File: config.mk
export PLATFORM = sky130hd
export DESIGN_NAME = gf_reduce_flat
export DESIGN_NICKNAME = d
export VERILOG_FILES = /design/src/rtl/gf_reduce_if.sv /design/src/rtl/gf_reduce.sv /design/src/flat_wrapper.sv
export SDC_FILE = /design/constraint.sdc
export NUM_CORES = 1
export LEC_CHECK = 0
export ABC_AREA = 1
export CAP_MARGIN = 0
export CORE_MARGIN = 2
export CORE_UTILIZATION = 45
export DETAILED_ROUTE_END_ITERATION = 8
export PLACE_DENSITY = 0.66
export SYNTH_ARGS = -nofsm -noshare
export SYNTH_HDL_FRONTEND = slang
export SYNTH_SLANG_ARGS = --single-unit
File: constraint.sdc
create_clock -name clk -period 3.05 [get_ports clk]
set_clock_uncertainty 0.1 [all_clocks]
set_input_delay 0.305 -clock clk [delete_from_list [all_inputs] [get_ports clk]]
set_output_delay 0.305 -clock clk [all_outputs]
set_load 0.1 [all_outputs]
File: src/rtl/gf_reduce_if.sv
// Request/result bundle between the carry-less multiplier and the gf_reduce stage.
// master: upstream requester; slave: the reduction stage.
interface gf_reduce_if #(
    parameter int DATA_WIDTH = 32
);
    localparam int WW = $clog2(DATA_WIDTH) + 1;

    logic                      in_valid;
    logic                      in_ready;
    logic [WW-1:0]             in_width;
    logic [DATA_WIDTH-1:0]     in_poly;
    logic                      carry_option;
    logic [2*DATA_WIDTH-1:0]   in_product;
    logic [DATA_WIDTH-1:0]     out_result;
    logic                      out_valid;
    logic                      out_error;

    modport master (
        output in_valid, in_width, in_poly, carry_option, in_product,
        input  in_ready, out_result, out_valid, out_error
    );

    modport slave (
        input  in_valid, in_width, in_poly, carry_option, in_product,
        output in_ready, out_result, out_valid, out_error
    );
endinterface

File: src/rtl/gf_reduce.sv
// Bit-serial GF(2^m) reduction of a double-width carry-less product modulo a
// runtime-selected field polynomial (x^m term implicit). One XOR step per cycle,
// from bit 2m-2 down to bit m, then a result strobe.
// Optional feature macro: GF_REDUCE_BYPASS_EN (carry_option=1 passes the low
// product word straight through, used for integer multiplies).
module gf_reduce #(
    parameter int DATA_WIDTH = 32
) (
    input  logic        clk,
    input  logic        rst,
    gf_reduce_if.slave  bus
);
    localparam int WW  = $clog2(DATA_WIDTH) + 1;
    localparam int KW  = WW + 1;               // holds both in_width and 2m-2
    localparam int AW  = 2 * DATA_WIDTH - 1;   // accumulator width
    localparam int AIW = $clog2(AW);           // accumulator bit index width
    localparam int PW  = DATA_WIDTH + 1;       // polynomial incl. x^m term
    localparam logic [KW-1:0] MaxM = KW'(DATA_WIDTH);

    typedef enum logic [1:0] {
        StIdle,
        StReduce,
        StDone
    } state_e;

    state_e                 r_state;
    logic [AW-1:0]          r_acc;
    logic [KW-1:0]          r_k;
    logic [KW-1:0]          r_m;
    logic [PW-1:0]          r_poly;
    logic                   r_bypass;
    logic                   r_illegal;
    logic [DATA_WIDTH-1:0]  r_result;
    logic                   r_valid;
    logic                   r_error;

    logic                   w_ready;
    logic                   w_accept;
    logic                   w_illegal;
    logic                   w_bypass;
    logic [KW-1:0]          w_m;
    logic [AW-1:0]          w_load;
    logic [DATA_WIDTH-1:0]  w_pmask;
    logic [PW-1:0]          w_poly;
    logic [KW-1:0]          w_shamt;
    logic [AIW-1:0]         w_kidx;
    logic [AW-1:0]          w_step;
    logic [DATA_WIDTH-1:0]  w_result;

    assign w_ready   = (r_state == StIdle) || (r_state == StDone);
    assign w_accept  = bus.in_valid && w_ready;
    assign w_m       = KW'(bus.in_width);
    assign w_illegal = (w_m < KW'(2)) || (w_m > MaxM);

`ifdef GF_REDUCE_BYPASS_EN
    assign w_bypass = bus.carry_option;
`else
    // Integer mode is not built in; every request is reduced.
    logic w_unused_carry;
    assign w_unused_carry = bus.carry_option;
    assign w_bypass       = 1'b0;
`endif

    // Mask the incoming product to 2m-1 bits and the polynomial to m bits at capture.
    always_comb begin
        w_load  = '0;
        w_pmask = '0;
        for (int i = 0; i < AW; i++) begin
            w_load[i] = bus.in_product[i] && (i < 2 * int'(w_m) - 1);
        end
        for (int i = 0; i < DATA_WIDTH; i++) begin
            w_pmask[i] = (i < int'(w_m));
        end
        if (w_bypass) begin
            w_load = bus.in_product[AW-1:0];
        end
    end

    // Implicit x^m term; a shift past the top (illegal m) simply yields zero.
    assign w_poly = {1'b0, bus.in_poly & w_pmask} | (PW'(1) << w_m);

    // One reduction step: cancel bit k with the polynomial aligned to k.
    assign w_shamt = r_k - r_m;
    assign w_kidx  = r_k[AIW-1:0];
    assign w_step  = r_acc[w_kidx] ? (r_acc ^ (AW'(r_poly) << w_shamt)) : r_acc;

    // Result selection: zero for illegal degree, raw low word for bypass, else low m bits.
    always_comb begin
        w_result = '0;
        if (r_illegal) begin
            w_result = '0;
        end else if (r_bypass) begin
            w_result = r_acc[DATA_WIDTH-1:0];
        end else begin
            for (int i = 0; i < DATA_WIDTH; i++) begin
                w_result[i] = r_acc[i] && (i < int'(r_m));
            end
        end
    end

    // Control FSM, datapath registers and registered result outputs.
    always_ff @(posedge clk) begin
        if (rst) begin
            r_state   <= StIdle;
            r_acc     <= '0;
            r_k       <= '0;
            r_m       <= '0;
            r_poly    <= '0;
            r_bypass  <= 1'b0;
            r_illegal <= 1'b0;
            r_result  <= '0;
            r_valid   <= 1'b0;
            r_error   <= 1'b0;
        end else begin
            r_valid <= 1'b0;
            r_error <= 1'b0;
            // The strobe is presented in the cycle after DONE.
            if (r_state == StDone) begin
                r_valid  <= 1'b1;
                r_error  <= r_illegal;
                r_result <= w_result;
            end
            case (r_state)
                StReduce: begin
                    r_acc <= w_step;
                    r_k   <= r_k - KW'(1);
                    if (r_k == r_m) begin
                        r_state <= StDone;
                    end
                end
                default: begin
                    if (w_accept) begin
                        r_acc     <= w_illegal ? '0 : w_load;
                        r_k       <= (w_m << 1) - KW'(2);
                        r_m       <= w_m;
                        r_poly    <= w_poly;
                        r_bypass  <= w_bypass;
                        r_illegal <= w_illegal;
                        r_state   <= (w_illegal || w_bypass) ? StDone : StReduce;
                    end else begin
                        r_state <= StIdle;
                    end
                end
            endcase
        end
    end

    assign bus.in_ready   = w_ready;
    assign bus.out_result = r_result;
    assign bus.out_valid  = r_valid;
    assign bus.out_error  = r_error;
endmodule

File: src/flat_wrapper.sv
// flat-port wrapper written by rule: the top's interface ports become plain ports
module gf_reduce_flat 
#(
    parameter int DATA_WIDTH = 32
)
  (clk, rst, bus_in_valid, bus_in_width, bus_in_poly, bus_carry_option, bus_in_product, bus_in_ready, bus_out_result, bus_out_valid, bus_out_error);
  gf_reduce_if #(.DATA_WIDTH(DATA_WIDTH)) bus_i ();
  input  logic clk;
  input  logic rst;
  input wire logic [$bits(bus_i.in_valid)-1:0] bus_in_valid;
  input wire logic [$bits(bus_i.in_width)-1:0] bus_in_width;
  input wire logic [$bits(bus_i.in_poly)-1:0] bus_in_poly;
  input wire logic [$bits(bus_i.carry_option)-1:0] bus_carry_option;
  input wire logic [$bits(bus_i.in_product)-1:0] bus_in_product;
  output wire logic [$bits(bus_i.in_ready)-1:0] bus_in_ready;
  output wire logic [$bits(bus_i.out_result)-1:0] bus_out_result;
  output wire logic [$bits(bus_i.out_valid)-1:0] bus_out_valid;
  output wire logic [$bits(bus_i.out_error)-1:0] bus_out_error;
  assign bus_i.in_valid = bus_in_valid;
  assign bus_i.in_width = bus_in_width;
  assign bus_i.in_poly = bus_in_poly;
  assign bus_i.carry_option = bus_carry_option;
  assign bus_i.in_product = bus_in_product;
  assign bus_in_ready = bus_i.in_ready;
  assign bus_out_result = bus_i.out_result;
  assign bus_out_valid = bus_i.out_valid;
  assign bus_out_error = bus_i.out_error;
  gf_reduce #(.DATA_WIDTH(DATA_WIDTH)) u_core (.clk(clk), .rst(rst), .bus(bus_i));
endmodule
==> metrics <==
outcome=completed; dpl hpwl=about 39000 µm; Die Width=between 150 and 200 µm; post-route insts no fill=approximately 2700; worst hold margin=about 0.31 ns; # H-tree levels=4; Final Hold Vio Count=0; Crit. End Element=flop; setup ws final=around 0.15 ns; Seq pwr share=between 20% and 30%; syn_area_per_cell=roughly 5.5 µm²; Cell Area, Synth=around 12000 µm²; Setup crit start=u_core.r_k[0]; Logic pwr share=between 50% and 60%; die extent in y=roughly 170 µm; initial antenna violation count=0; vias in the first global route=between 10000 and 15000; Seq/Total Area, Yosys=between 20% and 30%; clock net sink count=approximately 150; Routed WL=between 50000 and 60000 µm; WHS Path Cells=3; antenna diode count=0; Int Power=~5.1 mW; Nets=approximately 2400; Worst R2R Setup Slack=0.15 ns; LEAKAGE=slightly below 7 nW; R2R cell count=18; fill count=between 2000 and 3000; Slew @ Worst Pin=about 0.77 ns; Placer Congestion=1.00; share of flip-flops with an asynchronous set or reset=0%; CP max FO=14; RR Startpoint=u_core.r_k[0]; # DRC=0; hold_buf cts=0; initial drt markers=~1900; Synth Flop Type=dfxtp_1; most frequent cells in the layout=nand2_1 (801), nand3_1 (346), nor2_1 (203), a21oi_1 (159), dfxtp_1 (146); share of layout cells above drive strength 1=under 10%; Root Buffer=clkbuf_16; clk_lat worst skew=0.45 ns; port bufs=138; TNS Setup=0 ns; worst vdd ir=390 µV; die area=between 20000 and 30000 µm²; Design Area, Final=~15000 µm²; critical path launch point type=flop; switch share=between 50 and 60%; commonest non-fill, non-tap cell in the layout=nand2_1; Final Critical Period=2.90 ns; WP data arrival=3.19 ns; drt wl/cell=approximately 19 µm; # setup viols final=0; RSZ-0062 raised after global routing=true; #FFs+latches synth=146; Boundary Pins=roughly 140; Core ar.=around 26000 µm²; WP data required=between 3 and 4 ns; CTS tree=built; placement row count=59; Tcrit/Tclk final=95.2%; Worst-path clk slew=0.07 ns; first-pass GRT wire length=approximately 78000 µm; max_cap viols=0; grt total ovfl=0; NetSw=between 5 and 6 mW; Synth Net Count=2311; vias=15300; pre-CTS WS=between 0.1 and 0.15 ns; hold path start=rst; Area Overhead vs Synth=21.4%; Tot Pwr=just over 10 mW; CTS Buf Count=17; Hold Crit Class=input port to flop; synth unique cells=42; EDFF count, synth=0; capturing point of the worst reg2reg path=u_core.r_acc[20]; fin util=between 50% and 60%; Clock Path Buffers=2; max-slew violation count=0; warnings from Yosys=0; WS Path Type=flop to flop; Tot GR Track Use=~36%; Synth Instances=between 2000 and 2500; fmax=0.344 GHz; Critical Path End=u_core.r_acc[20]; ANT nets after route=0; Power Density=between 600 and 700 nW/µm²; relative slew slack=48.6%; Clk pwr share=a little over a fifth; Initial Util=between 40% and 50%; pin count of the biggest net entering global routing=77; DP Cell Count=around 2600; Vias/cell=5.72; first-pass iteration count of the detailed router=5; area post-placement=14000 µm²
-- final cells by class --
| cell class | instances | area [µm²] | share of cell area [%] |
|---|---|---|---|
| Clock inverter | 12 | 124 | 0.845 |
| Timing Repair Buffer | 231 | 2140 | 14.6 |
| Inverter | 160 | 603 | 4.11 |
| Sequential cell | 146 | 2920 | 19.9 |
| Tap cell | 335 | 419 | 2.86 |
| Clock buffer | 19 | 443 | 3.02 |
| Multi-Input combinational cell | 1766 | 8010 | 54.6 |
-- synthesized netlist by cell type (all sizes together), types with 2 or more instances --
cell	count	area share [%]
or2	2	0.10
a32oi	2	0.15
inv	158	4.9
buf	73	3.7
and2	3	0.16
nand4	30	1.6
o2111ai	2	0.15
xor2	3	0.22
nand3	353	15
nor2	214	6.9
nand2	813	25
clkbuf	45	1.4
o21a	2	0.12
o211ai	23	1.4
a221o	2	0.17
clkinv	2	0.062
o21ai	100	4.1
a31oi	12	0.62
a21oi	166	7.1
ha	14	1.5
dfxtp	146	24
o22ai	2	0.10
nor3	16	0.66
-- critical path: stages (launching register included) --
cell     delay (ns)
dfxtp_1        0.33
inv_2          0.06
ha_1           0.13
inv_1          0.07
fa_2           0.36
inv_1          0.08
nand2_1        0.06
nand2_2        0.21
inv_2          0.09
buf_4          0.19
o21ai_0        0.08
nand2_1        0.12
nor2_1         0.26
nand2_1        0.13
nand2_1        0.16
nand3_1        0.09
a21oi_1        0.18
nor2_1         0.07
nor2_1         0.08
-- metal layers --
layer	track usage, %	vias to the layer above	wire length [µm]
met2	55.5	767	22200
met5	0	-	0
met4	13.9	0	1920
li1	-	7433	-
met1	50.0	6962	22300
met3	5.38	113	4660
-- power groups by stage --
stage | Combinational (mW) | Sequential, mW | Clock (mW)
floorplan | 3.61 | 2.28 | 0
global placement | 5.47 | 2.30 | 0
detailed placement | 5.51 | 2.31 | 0
CTS | 5.55 | 2.27 | 2.19
global route | 6.34 | 2.29 | 2.25
finish | 5.80 | 2.28 | 2.17
-- cells by family after synthesis --
group | share of synthesized area (%)
flops | 24.2
compound gates | 14.2
xor+xnor | 0.218
buf+inv | 10.1
simple gates | 49.7
fa+ha+maj | 1.62
-- registers in the layout (all words and copies together), names as in the netlist --
register	count
u_core.r_illegal	1
u_core.bus.out_result	32
u_core.r_poly	33
u_core.bus.out_error	1
u_core.r_m	6
u_core.r_acc	63
u_core.bus.out_valid	1
u_core.r_k	7
u_core.r_state	2
-- how the worst min path moves through the flow --
stage                                     end
floorplan           u_core.bus.out_result[15]
global placement     u_core.bus.out_result[7]
detailed placement   u_core.bus.out_result[7]
CTS                      u_core.bus.out_valid
global route                u_core.r_poly[19]
finish                   u_core.bus.out_valid
-- what timing repair did --
action | CTS | global route
setup buffers | 0 | 6
hold endpoints to repair | 0 | 0
resized for setup | 0 | 22
endpoints found under the setup margin | 0 | 46
(Power assumes the default switching activity.)
